File: src/rtl/seg7_pkg.sv
// Shared constants, display codes and FSM state type for the scrolling 7-segment controller.
package seg7_pkg;

   localparam int NUM_DIGITS = 5;
   localparam int BIN_W      = 16;
   localparam int BCD_W      = 4 * NUM_DIGITS;

   localparam logic [3:0] SIGN_CODE  = 4'hB;
   localparam logic [3:0] BLANK_CODE = 4'hF;

   localparam logic [3:0] AN_SLOT0 = 4'b0111;
   localparam logic [3:0] AN_SLOT1 = 4'b1011;
   localparam logic [3:0] AN_SLOT2 = 4'b1101;
   localparam logic [3:0] AN_SLOT3 = 4'b1110;
   localparam logic [3:0] AN_OFF   = 4'b1111;

   typedef enum logic [1:0] {
      IDLE,
      CONVERT,
      READY
   } state_e;

   // Double-dabble correction: any BCD nibble of 5 or more gets +3 before the shift.
   function automatic logic [BCD_W-1:0] add3_adjust(input logic [BCD_W-1:0] s);
      logic [BCD_W-1:0] r;
      r = s;
      for (int i = 0; i < NUM_DIGITS; i++) begin
         if (s[4*i +: 4] >= 4'd5) r[4*i +: 4] = s[4*i +: 4] + 4'd3;
      end
      return r;
   endfunction

endpackage

File: src/rtl/seg7_scroll_ctrl_bin2bcd.sv
// Sequential 16-bit binary to 5-digit BCD converter, one double-dabble step per cycle.
module bin2bcd_seq
   import seg7_pkg::*;
(
   input  logic             clk,
   input  logic             rst,
   input  logic             start,
   input  logic [BIN_W-1:0] bin_in,
   output logic             busy,
   output logic             done,
   output logic [BCD_W-1:0] bcd_out
);

   logic [BIN_W-1:0] bin_q, bin_d;
   logic [BCD_W-1:0] bcd_q, bcd_d;
   logic [3:0]       cnt_q, cnt_d;
   logic             busy_q, busy_d;
   logic [BCD_W-1:0] bcd_step;

   always_comb begin
      bcd_step = add3_adjust(bcd_q);
      bcd_step = {bcd_step[BCD_W-2:0], bin_q[BIN_W-1]};
      bin_d    = bin_q;
      bcd_d    = bcd_q;
      cnt_d    = cnt_q;
      busy_d   = busy_q;
      if (busy_q) begin
         bin_d = {bin_q[BIN_W-2:0], 1'b0};
         bcd_d = bcd_step;
         cnt_d = cnt_q + 4'd1;
         if (cnt_q == 4'd15) busy_d = 1'b0;
      end else if (start) begin
         bin_d  = bin_in;
         bcd_d  = '0;
         cnt_d  = 4'd0;
         busy_d = 1'b1;
      end
   end

   always_ff @(posedge clk) begin
      if (rst) begin
         bin_q  <= '0;
         bcd_q  <= '0;
         cnt_q  <= 4'd0;
         busy_q <= 1'b0;
      end else begin
         bin_q  <= bin_d;
         bcd_q  <= bcd_d;
         cnt_q  <= cnt_d;
         busy_q <= busy_d;
      end
   end

   // The final step's result is handed out combinationally so the caller can load it on this edge.
   assign busy    = busy_q;
   assign done    = busy_q && (cnt_q == 4'd15);
   assign bcd_out = bcd_step;

endmodule

File: src/rtl/seg7_scroll_ctrl.sv
// Scrolling 5-digit 7-segment controller: button sync, BCD conversion, rotation and anode scan.
// Build option: define LEADING_ZERO_BLANK_EN to store leading zeros of d0..d3 as blanks.
module seg7_scroll_ctrl
   import seg7_pkg::*;
#(
   parameter int SCAN_W      = 20,
   parameter int SYNC_STAGES = 2
) (
   input  logic             clk,
   input  logic             rst,
   input  logic             start,
   input  logic             sl,
   input  logic             sr,
   input  logic [BIN_W-1:0] sw,
   output logic [3:0]       an,
   output logic [3:0]       digit,
   output logic             busy,
   output logic             valid
);

   logic [2:0]        sync_q [SYNC_STAGES];
   logic [2:0]        sync_d [SYNC_STAGES];
   logic [2:0]        edge_q, edge_d, rise;
   state_e            state_q, state_d;
   logic [3:0]        d_q [NUM_DIGITS];
   logic [3:0]        d_d [NUM_DIGITS];
   logic [SCAN_W-1:0] cnt_q, cnt_d;
   logic [3:0]        an_q, an_d, digit_q, digit_d;
   logic              conv_start, conv_busy, conv_done;
   logic [BCD_W-1:0]  conv_bcd;
   logic              lead;

   always_comb begin
      sync_d[0] = {start, sl, sr};
      for (int i = 1; i < SYNC_STAGES; i++) sync_d[i] = sync_q[i-1];
      edge_d = sync_q[SYNC_STAGES-1];
      rise   = sync_q[SYNC_STAGES-1] & ~edge_q;
   end

   bin2bcd_seq u_bin2bcd (
      .clk     (clk),
      .rst     (rst),
      .start   (conv_start),
      .bin_in  (sw),
      .busy    (conv_busy),
      .done    (conv_done),
      .bcd_out (conv_bcd)
   );

   // rise = {start, sl, sr}; start outranks rotation, opposing rotations cancel.
   always_comb begin
      state_d    = state_q;
      conv_start = 1'b0;
      lead       = 1'b1;
      for (int i = 0; i < NUM_DIGITS; i++) d_d[i] = d_q[i];
      case (state_q)
         IDLE: begin
            if (rise[2]) begin
               conv_start = 1'b1;
               state_d    = CONVERT;
            end
         end
         CONVERT: begin
            if (conv_done) begin
               for (int i = 0; i < NUM_DIGITS; i++) begin
                  d_d[i] = conv_bcd[4*(NUM_DIGITS-1-i) +: 4];
`ifdef LEADING_ZERO_BLANK_EN
                  if (i < NUM_DIGITS - 1 && lead && d_d[i] == 4'd0) d_d[i] = BLANK_CODE;
                  else lead = 1'b0;
`endif
               end
               state_d = READY;
            end
         end
         READY: begin
            if (rise[2]) begin
               conv_start = 1'b1;
               state_d    = CONVERT;
            end else if (rise[1] && !rise[0]) begin
               for (int i = 0; i < NUM_DIGITS; i++) d_d[i] = d_q[(i + 1) % NUM_DIGITS];
            end else if (rise[0] && !rise[1]) begin
               for (int i = 0; i < NUM_DIGITS; i++) d_d[i] = d_q[(i + NUM_DIGITS - 1) % NUM_DIGITS];
            end
         end
         default: state_d = IDLE;
      endcase
   end

   always_comb begin
      cnt_d = cnt_q + {{(SCAN_W-1){1'b0}}, 1'b1};
      case (cnt_q[SCAN_W-1 -: 2])
         2'd0:    begin an_d = AN_SLOT0; digit_d = SIGN_CODE; end
         2'd1:    begin an_d = AN_SLOT1; digit_d = (state_q == READY) ? d_q[0] : BLANK_CODE; end
         2'd2:    begin an_d = AN_SLOT2; digit_d = (state_q == READY) ? d_q[1] : BLANK_CODE; end
         default: begin an_d = AN_SLOT3; digit_d = (state_q == READY) ? d_q[2] : BLANK_CODE; end
      endcase
   end

   always_ff @(posedge clk) begin
      if (rst) begin
         for (int i = 0; i < SYNC_STAGES; i++) sync_q[i] <= 3'b000;
         edge_q  <= 3'b000;
         state_q <= IDLE;
         for (int i = 0; i < NUM_DIGITS; i++) d_q[i] <= 4'd0;
         cnt_q   <= '0;
         an_q    <= AN_OFF;
         digit_q <= BLANK_CODE;
      end else begin
         for (int i = 0; i < SYNC_STAGES; i++) sync_q[i] <= sync_d[i];
         edge_q  <= edge_d;
         state_q <= state_d;
         for (int i = 0; i < NUM_DIGITS; i++) d_q[i] <= d_d[i];
         cnt_q   <= cnt_d;
         an_q    <= an_d;
         digit_q <= digit_d;
      end
   end

   assign an    = an_q;
   assign digit = digit_q;
   assign busy  = conv_busy;
   assign valid = (state_q == READY);

endmodule

File: config.mk
export PLATFORM = sky130hd
export DESIGN_NAME = seg7_scroll_ctrl
export DESIGN_NICKNAME = d
export VERILOG_FILES = /design/src/rtl/seg7_pkg.sv /design/src/rtl/seg7_scroll_ctrl_bin2bcd.sv /design/src/rtl/seg7_scroll_ctrl.sv
export SDC_FILE = /design/constraint.sdc
export NUM_CORES = 1
export LEC_CHECK = 0
export CAP_MARGIN = 30
export CORE_UTILIZATION = 35
export CTS_CLUSTER_DIAMETER = 50
export CTS_CLUSTER_SIZE = 28
export DETAILED_ROUTE_END_ITERATION = 10
export PLACE_DENSITY = 0.58
export SKIP_CTS_REPAIR_TIMING = 1
export SYNTH_ARGS = -nofsm -noshare
export SYNTH_HDL_FRONTEND = slang
export SYNTH_SLANG_ARGS = --single-unit
export TNS_END_PERCENT = 10
File: constraint.sdc
create_clock -name clk -period 2.5 [get_ports clk]
set_clock_uncertainty 0.2 [all_clocks]
set_input_delay 0.625 -clock clk [delete_from_list [all_inputs] [get_ports clk]]
set_output_delay 0.625 -clock clk [all_outputs]
set_load 0.05 [all_outputs]
==> run metrics <==
H-tree levels 3; number of endpoints with negative hold slack in the final report 0; Hold Startpoint sync_q[0][1]; gp weighted congestion slightly below 0.8; Tightest Pin Transition 0.800 ns; Finished Core Util 41.7%; largest buffer count on any clock path 2; area inside the core boundary 13300 µm²; CP Data Required Time 1.67 ns; estimated wirelength of the detail-placed design 6.94 mm; hold-critical path endpoint sync_q[0][4]; share of synthesized flip-flops with an asynchronous set or reset 0%; cell internal pwr 2.47 mW; Yosys top cell area share 41.8%; effective utilization at floorplan between 30% and 40%; Main synth FF type sky130_fd_sc_hd__dfxtp_1; first-pass GRT wire length 17.4 mm; clock latency reported for the late side of the worst-skew pair approximately 0.35 ns; depth of the worst register-to-register path 6; pwr/cell area 579 nW/µm²; pin count of the biggest net entering global routing 65; leading cell types in the layout, fill and taps excluded 99 x sky130_fd_sc_hd__dfxtp_1, 77 x sky130_fd_sc_hd__nand2_1, 66 x sky130_fd_sc_hd__nor2_1, 61 x sky130_fd_sc_hd__a21oi_1, 27 x sky130_fd_sc_hd__clkdlybuf4s50_1; class of the worst hold path flop to flop; crit path time final 2.30 ns; endpoint kind of the worst setup timing path output port; fill cell total of the finished layout ~1300; Diodes inserted 0; Final ANT Viol Nets 0; final critical-path share of the clock period 91.9%; dominant delay contributor by cell family on the critical path buffers and inverters; setup repair after global routing missed its margin false; Ys Warns 0; count of buffer and inverter cells on the critical path 1; Worst Path Max Fanout 1; largest voltage drop on the vdd net between 300 and 400 µV; number of CTS-inserted buffers 9; kind of launch point of the worst setup path flop; Post-Synthesis Cell Area 4790 µm²; 1st-iter DRT viols 192; cell with the biggest individual delay on the critical path sky130_fd_sc_hd__clkdlybuf4s50_1; post-route setup TNS 0 ns; via count approximately 3900; Synth Register Bits 100; Final Routed Wirelength 10.1 mm; Synth Area per Inst 8.34 µm²; Lkg Pwr 1.97 nW; overall track demand over capacity in global routing 15.3%; clock tree sinks 100; Final Max Tran Viols 0; part of the total power dissipated in combinational logic about 5.4%; number of remaining DRC errors 0; Chip Height ~120 µm; data arrival time of the worst path 1.47 ns; chain of cells forming the critical path clkdlybuf4s50_1; sequential group share of total power 50.8%; standard-cell rows 42; most common cell after layout, fill and taps aside sky130_fd_sc_hd__dfxtp_1; share of final-layout standard cells stronger than drive strength 1 7.23%; most area-consuming cells after synthesis sky130_fd_sc_hd__dfxtp_1 42%, sky130_fd_sc_hd__a21oi_1 6.4%, sky130_fd_sc_hd__nand2_1 6.0%; area leader, netlist sky130_fd_sc_hd__dfxtp_1; Routed WL per cell 13.1 µm; Synthesized Nets 607; switching power between 0.7 and 0.8 mW; reg-to-reg slack, setup ~0.31 ns; max-cap violation count 0; largest incremental delay on the critical path about 0.8 ns; vias in the first global route between 3000 and 4000; critical register-to-register path startpoint state_q[0]; gate count after technology mapping 574; worst flop-to-flop path endpoint d_q[0][3]; Slew headroom 46.3%; via density per instance approximately 5.0; Yosys cell types 46; number of buffer cells added on primary ports 30; CTS tree yes; result of the run complete, no violations; grt total ovfl 0; final layout net count slightly above 600; final setup violating endpoints 0; initial antenna violation count 0; Top Ports 31; Die Footprint 14100 µm²; Crit Path Class flop to output port; Switching Share 22.9%; relative contribution of the clock network to total power ~44%; instance count along the most critical hold path 1; Die Wd about 120 µm; Post-synth EDFFs 0; sequential share of the synthesized area between 40% and 50%; CTS Root Buffer Type sky130_fd_sc_hd__clkbuf_16; number of search-and-repair iterations in the first detailed-routing pass 4; clock edge transition at the registers on the reported setup and hold paths about 0.070 ns; Area Overhead vs Synth 15.7%; Highest Clock Rate ~440 MHz
[cell type report]
class,instances,area (µm²),share of cell area [%]
multi-input combinational,427,2580,46.6
clock inverter,7,71.3,1.29
sequential,100,2000,36.2
inverter,12,45.0,0.813
clock buffer,9,225,4.07
tap,176,220,3.98
timing repair buffer,40,390,7.05
[how the worst max path moves through the flow]
| stage | from | endpoint | slack, ns | cells past startpoint |
|---|---|---|---|---|
| floorplan | state_q[0] | valid | 0.50 | 3 |
| global placement | state_q[0] | d_q[0][3] | 0.36 | 6 |
| detailed placement | u_bin2bcd.cnt_q[0] | d_q[0][3] | 0.35 | 6 |
| CTS | digit[0] | digit[0] | 0.17 | 1 |
| global route | state_q[0] | d_q[0][2] | 0.12 | 6 |
| finish | digit[0] | digit[0] | 0.20 | 1 |
[cells by family after synthesis]
kind of cell | after synthesis | synth area share [%]
simple gates | 250 | 25.8
compound gates | 106 | 12.6
flops | 100 | 41.8
buf+inv | 47 | 4.29
mux | 36 | 8.13
xor+xnor | 23 | 4.21
fa+ha+maj | 12 | 3.14
[state kept, by name (all words and copies together), names as in the netlist]
signal	flops
an	4
cnt_q	20
d_q	20
digit	4
edge_q	3
state_q	2
sync_q	6
u_bin2bcd.bcd_q	20
u_bin2bcd.bin_q	16
u_bin2bcd.busy	1
u_bin2bcd.cnt_q	4
[per-layer routing]
layer | GRT usage (%) | vias to the layer above | share of wire [%]
li1 | - | 1987 | -
met1 | 19.5 | 1801 | 49
met2 | 24.9 | 54 | 46
met3 | 3.64 | 13 | 3.3
met4 | 5.85 | 0 | 1.5
met5 | 0 | - | 0
[power groups by stage]
stage / clock network, mW / registers (mW) / logic [mW]
2_1_floorplan: 0 / 1.67 / 0.106
3_3_place_gp: 0 / 1.67 / 0.172
3_5_place_dp: 0 / 1.67 / 0.173
4_1_cts: 1.46 / 1.63 / 0.174
5_1_grt: 1.53 / 1.63 / 0.190
6_report: 1.41 / 1.63 / 0.173
[stage by stage]
stage	setup WS, ns	hold slack, ns	total power, mW	cells	instance area [µm²]
after floorplan	0.500	0.213	1.78	574	4790
after global placement	0.362	0.224	1.84	755	5240
after detailed placement	0.349	0.226	1.84	755	5240
after CTS	0.174	0.241	3.27	771	5540
after global routing	0.118	0.262	3.35	771	5540
final	0.202	0.240	3.21	771	5540
[cells in the mapped netlist, types with 2 or more instances]
| cell type | number |
|---|---|
| sky130_fd_sc_hd__o211ai_1 | 3 |
| sky130_fd_sc_hd__mux2_2 | 6 |
| sky130_fd_sc_hd__nand2b_1 | 19 |
| sky130_fd_sc_hd__o2111ai_1 | 5 |
| sky130_fd_sc_hd__mux2i_1 | 13 |
| sky130_fd_sc_hd__o21ai_1 | 5 |
| sky130_fd_sc_hd__clkbuf_1 | 22 |
| sky130_fd_sc_hd__xnor2_1 | 13 |
| sky130_fd_sc_hd__inv_1 | 11 |
| sky130_fd_sc_hd__nand2_1 | 77 |
| sky130_fd_sc_hd__nor2b_1 | 13 |
| sky130_fd_sc_hd__nand3_1 | 12 |
| sky130_fd_sc_hd__o21ai_0 | 19 |
| sky130_fd_sc_hd__and3_1 | 4 |
| sky130_fd_sc_hd__nor3b_1 | 11 |
| sky130_fd_sc_hd__or3_1 | 12 |
| sky130_fd_sc_hd__nand4_1 | 2 |
| sky130_fd_sc_hd__nand3b_1 | 6 |
| sky130_fd_sc_hd__nor3_1 | 16 |
| sky130_fd_sc_hd__xor2_1 | 10 |
| sky130_fd_sc_hd__ha_1 | 12 |
| sky130_fd_sc_hd__dfxtp_1 | 100 |
| sky130_fd_sc_hd__nor2_1 | 67 |
| sky130_fd_sc_hd__nor4_1 | 2 |
| sky130_fd_sc_hd__and4_1 | 2 |
| sky130_fd_sc_hd__buf_2 | 8 |
| sky130_fd_sc_hd__buf_1 | 3 |
| sky130_fd_sc_hd__mux2_1 | 17 |
| sky130_fd_sc_hd__a21oi_1 | 61 |
| sky130_fd_sc_hd__nand2b_4 | 2 |
| sky130_fd_sc_hd__o221ai_1 | 2 |
| sky130_fd_sc_hd__a311o_1 | 4 |
| sky130_fd_sc_hd__o22ai_1 | 2 |
Power figures use the tool's default switching activity.
